`src/rtl/pipe_pkg.sv`:
```
// Shared definitions for flow-controlled pipeline stages: default field
// widths, control-bit positions and the stage occupancy encoding.
package pipe_pkg;

  localparam int unsigned CTRL_W_DEF = 10;
  localparam int unsigned DATA_W_DEF = 133;
  localparam int unsigned CNT_W_DEF  = 16;

  // Bit positions inside the default control field.
  localparam int unsigned CTL_WREG     = 0;
  localparam int unsigned CTL_M2REG    = 1;
  localparam int unsigned CTL_WMEM     = 2;
  localparam int unsigned CTL_JAL      = 3;
  localparam int unsigned CTL_ALUIMM   = 4;
  localparam int unsigned CTL_SHIFT    = 5;
  localparam int unsigned CTL_ALUC_LSB = 6;

  // Occupancy, encoded as {skid_valid, main_valid}.
  typedef enum logic [1:0] {
    ST_EMPTY = 2'b00,
    ST_ONE   = 2'b01,
    ST_FULL  = 2'b11
  } stage_state_e;

endpackage

```
`src/rtl/pipe_slot.sv`:
```
// One storage slot of a pipeline stage: valid flag plus control and data
// fields. Clear drops only the valid flag; the payload keeps its value.
module pipe_slot
  import pipe_pkg::*;
#(
  parameter int unsigned CTRL_W = CTRL_W_DEF,
  parameter int unsigned DATA_W = DATA_W_DEF
) (
  input  logic              clk_i,
  input  logic              rst_i,
  input  logic              load_i,
  input  logic              clear_i,
  input  logic [CTRL_W-1:0] ctrl_i,
  input  logic [DATA_W-1:0] data_i,
  output logic              valid_o,
  output logic [CTRL_W-1:0] ctrl_o,
  output logic [DATA_W-1:0] data_o
);

  logic              valid_q;
  logic [CTRL_W-1:0] ctrl_q;
  logic [DATA_W-1:0] data_q;

  // Slot register: clear wins over load, payload held when not loading.
  always_ff @(posedge clk_i or posedge rst_i) begin
    if (rst_i) begin
      valid_q <= 1'b0;
      ctrl_q  <= '0;
      data_q  <= '0;
    end else if (clear_i) begin
      valid_q <= 1'b0;
    end else if (load_i) begin
      valid_q <= 1'b1;
      ctrl_q  <= ctrl_i;
      data_q  <= data_i;
    end
  end

  assign valid_o = valid_q;
  assign ctrl_o  = ctrl_q;
  assign data_o  = data_q;

endmodule

```
`src/rtl/pipe_stage_skid.sv`:
```
// Flow-controlled pipeline stage register with a 2-entry skid buffer,
// registered in_ready, synchronous flush and a saturating stall counter.
module pipe_stage_skid
  import pipe_pkg::*;
#(
  parameter int unsigned CTRL_W = CTRL_W_DEF,
  parameter int unsigned DATA_W = DATA_W_DEF,
  parameter int unsigned CNT_W  = CNT_W_DEF
) (
  input  logic              clock,
  input  logic              reset,
  input  logic              flush,
  input  logic              in_valid,
  output logic              in_ready,
  input  logic [CTRL_W-1:0] in_ctrl,
  input  logic [DATA_W-1:0] in_data,
  output logic              out_valid,
  input  logic              out_ready,
  output logic [CTRL_W-1:0] out_ctrl,
  output logic [DATA_W-1:0] out_data,
  output logic [CNT_W-1:0]  stall_cnt
);

  logic              main_v, skid_v;
  logic [CTRL_W-1:0] main_ctrl, skid_ctrl;
  logic [DATA_W-1:0] main_data, skid_data;

  logic              main_load, main_from_skid, main_clear;
  logic              skid_load, skid_clear;
  logic [CTRL_W-1:0] main_ctrl_d;
  logic [DATA_W-1:0] main_data_d;

  logic              in_ready_q, in_ready_d;
  logic [CNT_W-1:0]  stall_q, stall_d;

  stage_state_e      state, state_d;
  logic              in_fire, out_fire;

  // The slot valid flags are the state register; state is read back from them.
  assign state    = stage_state_e'({skid_v, main_v});
  assign in_fire  = in_valid & in_ready_q;
  assign out_fire = main_v & out_ready;

  // Next-state logic; flush overrides every handshake.
  always_comb begin
    state_d = state;
    if (flush) begin
      state_d = ST_EMPTY;
    end else begin
      case (state)
        ST_EMPTY: if (in_fire) state_d = ST_ONE;
        ST_ONE: begin
          if (in_fire && !out_fire)      state_d = ST_FULL;
          else if (!in_fire && out_fire) state_d = ST_EMPTY;
        end
        ST_FULL:  if (out_fire) state_d = ST_ONE;
        default:  state_d = ST_EMPTY;
      endcase
    end
  end

  // Slot control decode for each state/handshake combination.
  always_comb begin
    main_load      = 1'b0;
    main_from_skid = 1'b0;
    main_clear     = 1'b0;
    skid_load      = 1'b0;
    skid_clear     = 1'b0;
    if (flush) begin
      main_clear = 1'b1;
      skid_clear = 1'b1;
    end else begin
      case (state)
        ST_EMPTY: main_load = in_fire;
        ST_ONE: begin
          if (in_fire && out_fire)       main_load  = 1'b1;
          else if (in_fire)              skid_load  = 1'b1;
          else if (out_fire)             main_clear = 1'b1;
        end
        ST_FULL: begin
          if (out_fire) begin
            main_load      = 1'b1;
            main_from_skid = 1'b1;
            skid_clear     = 1'b1;
          end
        end
        default: begin
          main_clear = 1'b1;
          skid_clear = 1'b1;
        end
      endcase
    end
  end

  assign main_ctrl_d = main_from_skid ? skid_ctrl : in_ctrl;
  assign main_data_d = main_from_skid ? skid_data : in_data;

  pipe_slot #(.CTRL_W(CTRL_W), .DATA_W(DATA_W)) u_main (
    .clk_i   (clock),
    .rst_i   (reset),
    .load_i  (main_load),
    .clear_i (main_clear),
    .ctrl_i  (main_ctrl_d),
    .data_i  (main_data_d),
    .valid_o (main_v),
    .ctrl_o  (main_ctrl),
    .data_o  (main_data)
  );

  pipe_slot #(.CTRL_W(CTRL_W), .DATA_W(DATA_W)) u_skid (
    .clk_i   (clock),
    .rst_i   (reset),
    .load_i  (skid_load),
    .clear_i (skid_clear),
    .ctrl_i  (in_ctrl),
    .data_i  (in_data),
    .valid_o (skid_v),
    .ctrl_o  (skid_ctrl),
    .data_o  (skid_data)
  );

  assign in_ready_d = (state_d != ST_FULL);
  assign stall_d    = (main_v && !out_ready && (stall_q != '1))
                      ? stall_q + CNT_W'(1) : stall_q;

  // Registered ready and stall counter; the counter ignores flush.
  always_ff @(posedge clock or posedge reset) begin
    if (reset) begin
      in_ready_q <= 1'b1;
      stall_q    <= '0;
    end else begin
      in_ready_q <= in_ready_d;
      stall_q    <= stall_d;
    end
  end

  assign in_ready  = in_ready_q;
  assign out_valid = main_v;
  assign out_ctrl  = main_ctrl & {CTRL_W{main_v}};
  assign out_data  = main_data;
  assign stall_cnt = stall_q;

endmodule

```
`config.mk`:
```
export PLATFORM = sky130hd
export DESIGN_NAME = pipe_stage_skid
export DESIGN_NICKNAME = d
export VERILOG_FILES = /design/src/rtl/pipe_pkg.sv /design/src/rtl/pipe_slot.sv /design/src/rtl/pipe_stage_skid.sv
export SDC_FILE = /design/constraint.sdc
export NUM_CORES = 1
export LEC_CHECK = 0
export BUFFER_PORTS_ARGS = -buffer_cell sky130_fd_sc_hd__clkbuf_2
export CAP_MARGIN = 10
export CORE_MARGIN = 2
export CORE_UTILIZATION = 45
export DETAILED_ROUTE_END_ITERATION = 6
export GPL_TIMING_DRIVEN = 0
export PLACE_DENSITY_LB_ADDON = 0.15
export SYNTH_ARGS = -nofsm -noshare
export SYNTH_HDL_FRONTEND = slang
export SYNTH_SLANG_ARGS = --single-unit
```
`constraint.sdc`:
```
create_clock -name clock -period 12.7 [get_ports clock]
set_input_delay 2.54 -clock clock [delete_from_list [all_inputs] [get_ports clock]]
set_output_delay 2.54 -clock clock [all_outputs]
set_load 0.01 [all_outputs]
```
## Yosys cells after proc, flatten, opt, wreduce, memory -nomap -nowiden

Index checks and enable logic that the tools add are counted.

- Register bits after elaboration: 305
- Input bits: 148
- Output and inout port bits: 161
- Logic and storage cells: 61

- Add/sub/neg operators: 1
- Equality and inequality tests: 4
- Multiplexer cells: 28
- Bitwise logic cells: 5
- Reductions and logical operators: 15

Operator list:

| operator | count |
|---|---|
| $mux 133 | 1 |
| $mux 1 | 17 |
| $add 16x1->16 const B | 1 |
| $ne 16x16->1 const B | 1 |
| $and 10x10->10 | 1 |
| $mux 10 | 1 |
| $mux 2 | 5 |
| $pmux 2 s3 | 1 |
| $logic_and 1x1->1 | 5 |
| $pmux 1 s2 | 2 |
| $reduce_and 2->1 | 2 |
| $reduce_bool 2->1 | 2 |
| $reduce_or 2->1 | 2 |
| $logic_not 1->1 | 3 |
| $pmux 1 s3 | 1 |
| $and 1x1->1 | 2 |
| $eq 2x1->1 const B | 1 |
| $eq 2x2->1 const B | 1 |
| $logic_not 2->1 | 1 |
| $ne 2x2->1 const B | 1 |
| $not 1->1 | 2 |

## Depth between registers and ports, before layout

- Depth in word-level cells: 8
- Mapped depth: 10
- Depth with buffers taken out: 6

## Hierarchy

Synthesis repeated with hierarchy kept, for this count alone.

- Cells, all modules: 899
- Area total of the unflattened synthesis: 14440.1 µm²

By module, submodules not included:

| module | times used | cells each | area each (µm²) | seq. area each (µm²) |
|---|---|---|---|---|
| pipe_slot | 2 | 307 | 5660.4 | 3603.5 |
| pipe_stage_skid | 1 | 285 | 3119.2 | 426.7 |

## Worst setup path before layout

OpenSTA, ideal clock, no wires.

- Path kind: input to register
- Start point: in in_valid
- End point: reg u_skid.data_q[0] (netlist: u_skid.data_o[0])
- Setup time: 125 ps
- Arrival time: 3688 ps
- Required time: 12575 ps
- Setup slack: 8887 ps
- Stages on the path: 6
- Buffers on the path: 2
- Cell sequence: and3_1 and2_1 nand2_1 buf_4 buf_6 mux2_2

- Longest elaborated chain between the ends: 6
- Elaborated cells between the ends (all ways): 7
- Classes of those cells: mux (4); bitwise (1); reduce/logical (2)

RTL lines:

| item | RTL line | RTL |
|---|---|---|
| start: declaration | pipe_stage_skid.sv:13 | `input logic in_valid,` |
| $and 1x1->1 (*) | pipe_stage_skid.sv:41 | `assign in_fire = in_valid & in_ready_q;` |
| $mux 1 / $logic_and 1x1->1 (equally long branches) | pipe_stage_skid.sv:77, pipe_stage_skid.sv:76 |  |
| $mux 1 (*) | pipe_stage_skid.sv:76 | `if (in_fire && out_fire) main_load = 1'b1;` |
| $mux 1 (*) | pipe_stage_skid.sv:73 | `case (state)` |
| $mux 1 (*) | pipe_stage_skid.sv:69 | `if (flush) begin` |
| $reduce_and 2->1 (no source line) (*) | n/a |  |
| end signal: assignment | pipe_slot.sv:35 | `data_q <= data_i;` |
| end: declaration | pipe_slot.sv:22 | `logic [DATA_W-1:0] data_q;` |

Every way passes the cells marked *; elsewhere a longest branch is shown, timed or not.
A chain may end at the register's enable or synchronous reset.

## Final worst setup path

- Start point: reg u_main.valid_q (netlist: u_main.valid_o)
- End point: out out_ctrl[7]

- Longest elaborated chain between the ends: 1

RTL lines:

| item | RTL line | RTL |
|---|---|---|
| start: declaration | pipe_slot.sv:20 | `logic valid_q;` |
| start signal: assignment | pipe_slot.sv:27 | `valid_q <= 1'b0;` |
| start signal: assignment | pipe_slot.sv:31 | `valid_q <= 1'b0;` |
| start signal: assignment | pipe_slot.sv:33 | `valid_q <= 1'b1;` |
| $and 10x10->10 | pipe_stage_skid.sv:139 | `assign out_ctrl = main_ctrl & {CTRL_W{main_v}};` |
| end: declaration | pipe_stage_skid.sv:19 | `output logic [CTRL_W-1:0] out_ctrl,` |

No other way between the ends.

==> key figures <==
GRT
  – Global route total overflow: 0
  – First-pass GRT wire length: 47000 um
  – GRT Util Overall: about a fifth
  – Pin count of the biggest net entering global routing: 123
  – Vias in the first global route: slightly below 9k
  – Initial antenna violation count: 3

Layout
  – # fillers: approximately 2.5k
  – Most frequent cells in the layout: mux2_2, clkbuf_2, dfrtp_1, mux2_4, clkbuf_16
  – Nets: roughly 1.4k
  – Post-synthesis to final-layout area growth: 23.4%
  – Share of cells above drive strength 1: 65.0%
  – Multi-input gate area: roughly 5600 um^2
  – Most common cell after layout, fill and taps aside: mux2_2
  – Register area: 7630 um^2
  – Fin area: approximately 17000 um^2

Yosys
  – Cells after Synth: 884
  – Syn Area/Cell: approximately 15 um^2
  – Yosys top cell by area: dfrtp_1
  – Complex-gate fraction of the synthesized area: 0.935%
  – Post-synth EDFFs: 0
  – Mux cell area share after synthesis: 36.7%
  – Post-synthesis register bit count: slightly above 300
  – Post-Synth Simple-Gate Area: 2.25%
  – Share of the synthesized area in the top cell type: between 50% and 60%
  – Largest family of logic cells by synthesized area: multiplexers
  – Adder-cell share of the synthesized area: less than 1%
  – YS warnings: 0
  – Main synth FF type: dfrtp_1
  – Yosys cell types: 38
  – Netlist Area Pre-Place: 13600 um^2
  – Syn Nets: between 1k and 1.5k
  – XOR/XNOR Fraction of Synth Area: less than 1%
  – Asr flop ratio synth: 100%
  – Sequential share of the synthesized area: 55.9%
  – Top area cells in the synthesized netlist: dfrtp_1, mux2_2, mux2_4

Clock tree
  – Post-CTS setup buffers: 0
  – CTS Hold Bufs: 0
  – Number of buffers created by CTS: 35
  – Post-CTS sizing: 0
  – Clock-pin slew on the worst setup and hold paths: around 0.06 ns
  – Clk sinks: between 300 and 400
  – Clock root cell: clkbuf_16
  – Clk Latency, worst-skew pair: 0.49 ns
  – CTS tree: yes
  – Max Buffers Root-to-Sink: 3
  – CTS H-tree depth: 2

Run status
  – Status: completed

STA
  – Clk_skew: about 0.0075 ns
  – Final setup vio count: 0
  – Normalized max-slew margin: between 50% and 60%
  – Fin worst setup slack: approximately 8.4 ns
  – Min Tclk post-route: about 4.3 ns
  – Max-slew violations: 0
  – Final Cycle Share: 34.2%
  – Worst slew pin tran: 0.741 ns
  – RSZ-0062 raised after global routing: false
  – Final Hold Fails: 0
  – Max Clock Freq: about 230 MHz

Worst setup path
  – Crit path kind: reg2out
  – CP required: between 10 and 15 ns
  – Critical path fanouts, max: 10
  – Reg2Reg Capture Point: u_main.data_o[6]
  – WP data arrival: approximately 1.8 ns
  – Startpoint Class: flop
  – Cell count of the worst reg-to-reg path: 9
  – Reg-to-Reg Start: u_main.valid_o
  – CP Capture Type: primary output
  – Flop2flop setup slack: roughly 9.7 ns

Die
  – CORE AREA: between 20000 and 30000 um^2
  – # IOs: roughly 310
  – Effective utilization at floorplan: between 40% and 50%
  – Chip width: roughly 180 um
  – Die area: about 32000 um^2
  – Row count: 63
  – Die height: roughly 180 um

Pwr
  – Worst ir drop on vdd: 0.135 mV
  – Leakage: 8.19 nW
  – Total Power: about 3.8 mW
  – Pwr dens: around 230 nW/um^2

Drt
  – DRC: 0
  – Via count: roughly 8.3k
  – Number of antenna-violating nets in the routed design: 0
  – Iteration-0 DRC count of the detailed router: roughly 250
  – Final WL: ~30000 um
  – First-pass DRT Iterations: 4
  – Vias per std cell: around 5
  – Avg WL per Cell: ~18 um

Placement
  – Final Wtd Congestion: 0.821
  – DP HPWL: 20800 um
  – Setup WS pre-CTS: a little over 8 ns
  – Port buffer count: between 300 and 400
  – DP Area: 15700 um^2

Worst hold path
  – HP Class: reg2reg
  – Hold path depth: 1
  – Hold Path Sink: u_skid.data_o[88]
  – Hold Path Origin: u_skid.data_o[88]

Run
  – Max cap viols: 0
==> report_power, final <==
group          leakage (nW)  internal (mW)  total (mW)  switching [mW]
sequential             3.69           1.44        1.67           0.225
combinational          3.96          0.668        1.19           0.523
clock                 0.544          0.576       0.952           0.376
total                  8.19           2.69        3.81            1.12
==> per-stage QoR <==
step | instances | setup TNS [ns] | utilization [%] | hold slack (ns)
final | 1645 | 0 | 56.7 | 0.497
after global routing | 1643 | 0 | 56.7 | 0.506
after CTS | 1643 | 0 | 56.7 | 0.500
after detailed placement | 1584 | 0 | 53.0 | 0.486
after global placement | 1582 | -637.13 | 52.8 | 0.481
after floorplan | 884 | 0 | - | 0.471
==> cell usage after synthesis (all sizes together) (4+ instances only) <==
cell / count
o21ai: 4
dfrtp: 304
nand3: 6
nor4: 4
inv: 5
buf: 49
a21oi: 6
ha: 6
nand2: 10
xor2: 13
nand4: 4
and2: 11
nor2: 6
mux2: 430
==> layout make-up <==
cell class	count	area share, %
clock buffer	54	6.35
sequential	305	45.3
clock inverter	5	0.149
multi-input combinational	524	33.5
inverter	5	0.156
timing repair buffer	310	9.48
tap	390	2.90
antenna	2	0.0297
buffer	50	2.15
==> state kept, by name (all words and copies together), names as in the netlist <==
name / flops
u_skid.valid_o: 1
u_main.data_o: 133
in_ready: 1
stall_cnt: 16
u_skid.ctrl_o: 10
u_skid.data_o: 133
u_main.valid_o: 1
u_main.ctrl_o: 10
==> worst max-delay path, stage by stage (launching register included) <==
cell      delay (ns)
dfrtp_1         0.42
buf_4           0.18
clkbuf_1        0.35
and2_1          0.20
clkbuf_2        0.15
==> worst max-delay path by stage <==
| stage | from | endpoint | slack [ns] | depth (start not counted) |
|---|---|---|---|---|
| 5_1_grt | u_main.valid_o | out_ctrl[1] | 8.22 | 4 |
| 2_1_floorplan | reset | stall_cnt[0] | 1.73 | 1 |
| 3_5_place_dp | in_valid | u_skid.data_o[48] | 8.23 | 7 |
| 3_3_place_gp | reset | u_skid.data_o[97] | -2.12 | 2 |
| 6_report | u_main.valid_o | out_ctrl[7] | 8.36 | 4 |
| 4_1_cts | u_main.valid_o | out_ctrl[7] | 8.29 | 4 |
==> cells by family after synthesis <==
group / Yosys count
fa+ha+maj: 6
flops: 305
simple gates: 55
mux: 430
xor+xnor: 14
compound gates: 19
buf+inv: 55
==> per-layer routing <==
layer | vias to the layer above | global-route usage (%) | share of wire [%]
li1 | 3860 | - | -
met1 | 4139 | 23.6 | 42
met2 | 208 | 30.9 | 48
met3 | 42 | 5.90 | 8.0
met5 | - | 0 | 0.044
met4 | 2 | 5.12 | 2.1
No activity file was read; power rests on OpenSTA's default activity.
